## src/rtl/multi_edge_detector_pkg.sv

```systemverilog
// Shared mode encoding and default parameters for multi_edge_detector.
package multi_edge_detector_pkg;

  typedef enum logic [1:0] {
    EDGE_OFF  = 2'b00,
    EDGE_RISE = 2'b01,
    EDGE_FALL = 2'b10,
    EDGE_BOTH = 2'b11
  } edge_mode_e;

  localparam int DEF_CH          = 4;
  localparam int DEF_SYNC_STAGES = 2;
  localparam int DEF_STRETCH     = 1;

endpackage

```

## src/rtl/edge_det_channel.sv

```systemverilog
// One channel: synchroniser, edge detect, retriggerable pulse stretcher, optional sticky flag
// (MULTI_EDGE_DETECTOR_STICKY_EN). Pulse registered SYNC_STAGES+1 edges after input change.
module edge_det_channel
  import multi_edge_detector_pkg::*;
#(
  parameter int SYNC_STAGES = DEF_SYNC_STAGES,
  parameter int STRETCH     = DEF_STRETCH
) (
  input  logic       clk,
  input  logic       rst_n,
  input  logic       en,
  input  logic       sig_in,
  input  logic [1:0] mode,
  input  logic       clr,
  output logic       pulse,
  output logic       pulse_nxt,
  output logic       sticky
);

  localparam int CW = $clog2(STRETCH + 1);

  logic [SYNC_STAGES-1:0] sync_q;
  logic                   prev_q;
  logic [CW-1:0]          cnt_q;
  logic [CW-1:0]          cnt_nxt;
  logic                   s;
  logic                   rise;
  logic                   fall;
  logic                   qual;

  assign s    = sync_q[SYNC_STAGES-1];
  assign rise = s & ~prev_q;
  assign fall = ~s & prev_q;

  always_comb begin
    qual = 1'b0;
    case (edge_mode_e'(mode))
      EDGE_RISE: qual = rise;
      EDGE_FALL: qual = fall;
      EDGE_BOTH: qual = rise | fall;
      default:   qual = 1'b0;
    endcase
    qual = qual & en;
  end

  // A qualified edge always reloads, so a retrigger stretches the pulse without a gap.
  always_comb begin
    cnt_nxt = '0;
    if (qual) begin
      cnt_nxt = CW'(STRETCH);
    end else if (cnt_q != '0) begin
      cnt_nxt = cnt_q - CW'(1);
    end
  end

  assign pulse_nxt = (cnt_nxt != '0);

  always_ff @(posedge clk or negedge rst_n) begin
    if (!rst_n) begin
      sync_q <= '0;
      prev_q <= 1'b0;
      cnt_q  <= '0;
      pulse  <= 1'b0;
    end else begin
      sync_q <= {sync_q[SYNC_STAGES-2:0], sig_in};
      prev_q <= s;
      cnt_q  <= cnt_nxt;
      pulse  <= pulse_nxt;
    end
  end

`ifdef MULTI_EDGE_DETECTOR_STICKY_EN
  logic sticky_q;

  always_ff @(posedge clk or negedge rst_n) begin
    if (!rst_n) begin
      sticky_q <= 1'b0;
    end else if (qual) begin
      sticky_q <= 1'b1;
    end else if (clr) begin
      sticky_q <= 1'b0;
    end
  end

  assign sticky = sticky_q;
`else
  logic unused_clr;

  assign unused_clr = clr;
  assign sticky     = 1'b0;
`endif

endmodule

```

## src/rtl/multi_edge_detector.sv

```systemverilog
// CH-channel async edge detector with stretched pulses and optional sticky flags
// (MULTI_EDGE_DETECTOR_STICKY_EN); pulse at SYNC_STAGES+1 edges after input change, no backpressure.
module multi_edge_detector
  import multi_edge_detector_pkg::*;
#(
  parameter int CH          = DEF_CH,
  parameter int SYNC_STAGES = DEF_SYNC_STAGES,
  parameter int STRETCH     = DEF_STRETCH
) (
  input  logic            clk,
  input  logic            rst_n,
  input  logic [CH-1:0]   sig_in,
  input  logic [2*CH-1:0] mode,
  input  logic [CH-1:0]   clr,
  output logic [CH-1:0]   pulse,
  output logic            any_pulse,
  output logic [CH-1:0]   sticky
);

  localparam int WARM_DONE = SYNC_STAGES + 1;
  localparam int WW        = $clog2(WARM_DONE + 1);

  logic [WW-1:0] warm_q;
  logic          en;
  logic [CH-1:0] pulse_nxt;

  // Holds detection off until the synchronisers and prev hold post-reset data.
  assign en = (warm_q == WW'(WARM_DONE));

  always_ff @(posedge clk or negedge rst_n) begin
    if (!rst_n) begin
      warm_q <= '0;
    end else if (!en) begin
      warm_q <= warm_q + WW'(1);
    end
  end

  for (genvar i = 0; i < CH; i++) begin : g_ch
    edge_det_channel #(
      .SYNC_STAGES(SYNC_STAGES),
      .STRETCH    (STRETCH)
    ) u_ch (
      .clk      (clk),
      .rst_n    (rst_n),
      .en       (en),
      .sig_in   (sig_in[i]),
      .mode     (mode[2*i +: 2]),
      .clr      (clr[i]),
      .pulse    (pulse[i]),
      .pulse_nxt(pulse_nxt[i]),
      .sticky   (sticky[i])
    );
  end

  always_ff @(posedge clk or negedge rst_n) begin
    if (!rst_n) begin
      any_pulse <= 1'b0;
    end else begin
      any_pulse <= |pulse_nxt;
    end
  end

endmodule
```

## config.mk

```make
export PLATFORM = sky130hd
export DESIGN_NAME = multi_edge_detector
export DESIGN_NICKNAME = d
export VERILOG_FILES = /design/src/rtl/multi_edge_detector_pkg.sv /design/src/rtl/edge_det_channel.sv /design/src/rtl/multi_edge_detector.sv
export SDC_FILE = /design/constraint.sdc
export NUM_CORES = 1
export LEC_CHECK = 0
export ABC_AREA = 0
export CAP_MARGIN = 20
export CORE_ASPECT_RATIO = 0.9
export CORE_MARGIN = 4
export CORE_UTILIZATION = 44
export CTS_CLUSTER_SIZE = 20
export DETAILED_ROUTE_END_ITERATION = 10
export MAX_ROUTING_LAYER = met4
export PLACE_DENSITY = 0.8
export SLEW_MARGIN = 25
export SYNTH_ARGS = -nofsm -noshare
export SYNTH_HDL_FRONTEND = slang
export SYNTH_SLANG_ARGS = --single-unit
```

## constraint.sdc

```tcl
create_clock -name clk -period 1.7 [get_ports clk]
set_clock_uncertainty 0.1 [all_clocks]
set_input_delay 0.34 -clock clk [delete_from_list [all_inputs] [get_ports clk]]
set_output_delay 0.34 -clock clk [all_outputs]
set_load 0.005 [all_outputs]
```

==> results.py <==
metrics = {
    "run_status": {
        "outcome": "completed",
    },
    "clock_network": {
        "cts_max_level": 1,
        "cts_tree": "yes",
        "cts_buffers": 3,
        "cts_sinks": 19,
        "clk_pin_slew_ns": 0.10,
        "post-cts-setup-buffer-count": 0,
        "root_buffer": "clkbuf_4",
        "clk_latency_ns": 0.29,
        "cts_buffer_depth": 2,
    },
    "power": {
        "p_leak_nw": 0.4866,
        "power_density_nw_per_um2": 782.5,
        "vdd_drop_max_mv": 0.5127,
    },
    "synth": {
        "async_flop_share": 1.000,
        "netlist.area_leader.share": 0.5732,
        "synth_top_area_cell": "dfrtp_1",
        "yosysUniqueCellTypes": 17,
        "synth_common_cells": "19 x dfrtp_1, 9 x ha_1, 9 x inv_1, 8 x buf_4, 5 x nand2b_1",
        "synth.area.top_cells": "dfrtp_1 57%, ha_1 14%, buf_4 7.2%, inv_1 4.1%, nand2b_1 3.8%",
        "ys_seq_elements": 19,
        "yosysMostFrequentCell": "dfrtp_1",
        "syn_area_per_cell_um2": 12.57,
        "yosys.area_share.simple": 0.08446,
        "synth_top_family_by_area": "adder cells",
        "synthMuxAreaShare": 0.01357,
        "synth_edf_count": 0,
        "synth_flop_cell": "dfrtp_1",
        "netlist_area_um2": 829.5,
        "synth-seq-area-share": 0.5732,
        "synth-compound-area-share": 0.06486,
        "syn_inst": 66,
        "synth_xor_area_frac": 0.01056,
        "yosysWarningCount": 0,
        "synthAdderAreaFrac": 0.1357,
    },
    "detailed_routing": {
        "drtIter0Drc": 1,
        "ant_nets": 0,
        "drt_wl_total_mm": 1.091,
        "detail_route.vias_per_cell": 4.694,
        "via_count": 507,
        "post-route-drc-count": 0,
        "drt_first_pass_iters": 3,
        "wl_per_cell_um": 10.10,
    },
    "grt": {
        "antenna_found_initial": 0,
        "track_usage": 0.09930,
        "grt_max_degree": 20,
        "grt_overflow": 0,
        "grt_pass1_vias": 448,
        "grt_pass1_wl_mm": 1.807,
    },
    "timing": {
        "maxSlewViolCount": 0,
        "post-route-period-util": 0.9494,
        "hold_violations": 0,
        "rsz0062_at_grt": "false",
        "fmax_mhz": 619.6,
        "min_period_ns": 1.614,
        "whs_ns": 0.2597,
        "setup-violations-final": 0,
    },
    "finish": {
        "final-seq-area_um2": 475.5,
        "drive_above_1_share": 0.1071,
        "multiInputGateArea_um2": 274.0,
        "areaGrowthSynthToFinish_pct": 23.98,
        "antenna_cells": 0,
        "fin_area_um2": 1028,
        "fillers": 142,
        "fin_nets": 112,
    },
    "worst_setup_path": {
        "critPathKind": "flop to flop",
        "crit_fanout": 3,
        "cp_cell_sequence": "ha_1, and2_2, o31ai_2, or4_1",
        "rr_worst_depth": 4,
        "reg2reg_from": "g_ch[2].u_ch.sync_q[1]",
        "end_kind": "flop",
        "startpoint": "g_ch[2].u_ch.sync_q[1]",
        "worstPathArrival_ns": 1.68,
        "max_stage_delay_ns": 0.51,
        "cp_slowest_cell": "or4_1",
        "cp-start-kind": "flop",
        "reg2reg_to": "any_pulse",
        "cp_data_required_time_ns": 1.77,
        "rrSetupSlack_ns": 0.09,
    },
    "placement": {
        "gp_congestion": 0.7281,
        "detailed_place_hpwl_um": 907,
        "placed_cell_area_um2": 998.5,
        "portBuffers": 18,
    },
    "floorplanning": {
        "die_area_um2": 2645,
        "initial_core_util": 0.4784,
        "io_pins": 27,
        "die_w_um": 53.77,
        "die_height_um": 49.19,
        "row_count": 14,
        "core_area_um2": 1734,
    },
    "hold_path": {
        "min_path_type": "primary input to asynchronous set/reset pin",
    },
    "run": {
        "max_cap_violations": 0,
    },
}
[layout by cell type (no fill, tap or decap), drive strengths merged, types with 3 or more instances in the layout]
cell type / count
nand2b: 5
a21oi: 3
dfrtp: 19
clkdlybuf4s50: 18
inv: 9
ha: 9
conb: 4
a311oi: 3
clkbuf: 3
[cell families (layout without fill, tap and decap cells)]
family / count (synthesis) / in the layout
AO/OA/AOI/OAI: 7 / 7
other: 1 / 4
buffers and inverters: 17 / 32
adder cells (fa/ha/maj): 9 / 9
XOR/XNOR: 1 / 1
AND/OR/NAND/NOR: 11 / 11
flip-flops: 19 / 19
multiplexers: 1 / 1
[routing by layer]
metal | up-vias | wire, µm | GRT usage
met5 | - | 0 | -
met4 | 0 | 0 | 0.05106
met3 | 0 | 81 | 0.03670
met2 | 15 | 628 | 0.1613
met1 | 253 | 380 | 0.1014
li1 | 239 | - | -
[critical path: cells and delay by family, from the launching register on]
family / cells / cell delay (ns)
compound gates: 1 / 0.06
simple gates: 2 / 0.65
flops: 1 / 0.41
fa+ha+maj: 1 / 0.29
[report_power, final]
group / total (mW) / switching, mW / internal [mW] / leakage (nW)
clock network: 0.215 / 0.128 / 0.0874 / 0.0177
logic: 0.104 / 0.0382 / 0.0653 / 0.252
registers: 0.486 / 0.00970 / 0.476 / 0.217
[worst max path at each step]
stage / slack (ns) / cells past startpoint / to
floorplan: 0.15 / 4 / any_pulse
global placement: -0.09 / 4 / any_pulse
detailed placement: -0.10 / 4 / any_pulse
CTS: 0.06 / 4 / any_pulse
global route: 0.02 / 4 / any_pulse
finish: 0.09 / 4 / any_pulse
[area by class of cell]
class	count	share of cell area
multi-input combinational	33	0.2664
tap	24	0.02920
clock inverter	1	0.004866
timing repair buffer	19	0.1825
inverter	9	0.03285
sequential	19	0.4623
clock buffer	3	0.02190
[registers in the layout (all words and copies together), names as in the netlist]
name / cells
warm_q: 2
g_ch.u_ch.pulse: 4
g_ch.u_ch.prev_q: 4
g_ch.u_ch.sync_q: 8
any_pulse: 1
[what timing repair did]
action | 4_1_cts | 5_1_grt
hold buffers | 0 | 0
setup endpoints to repair | 0 | 1
gates resized for setup | 0 | 1
[per-stage QoR]
step	instances	setup slack, ns	setup TNS, ns	power, mW	util
after floorplan	69	0.1522	0	0.5469	-
after global placement	104	-0.09133	-0.09133	0.5961	0.5758
after detailed placement	104	-0.1036	-0.1036	0.6012	0.5758
after CTS	108	0.06456	0	0.8235	0.5916
after global routing	108	0.02040	0	0.8663	0.5931
final	108	0.08610	0	0.8048	0.5931
No activity file was read; power rests on OpenSTA's default activity.
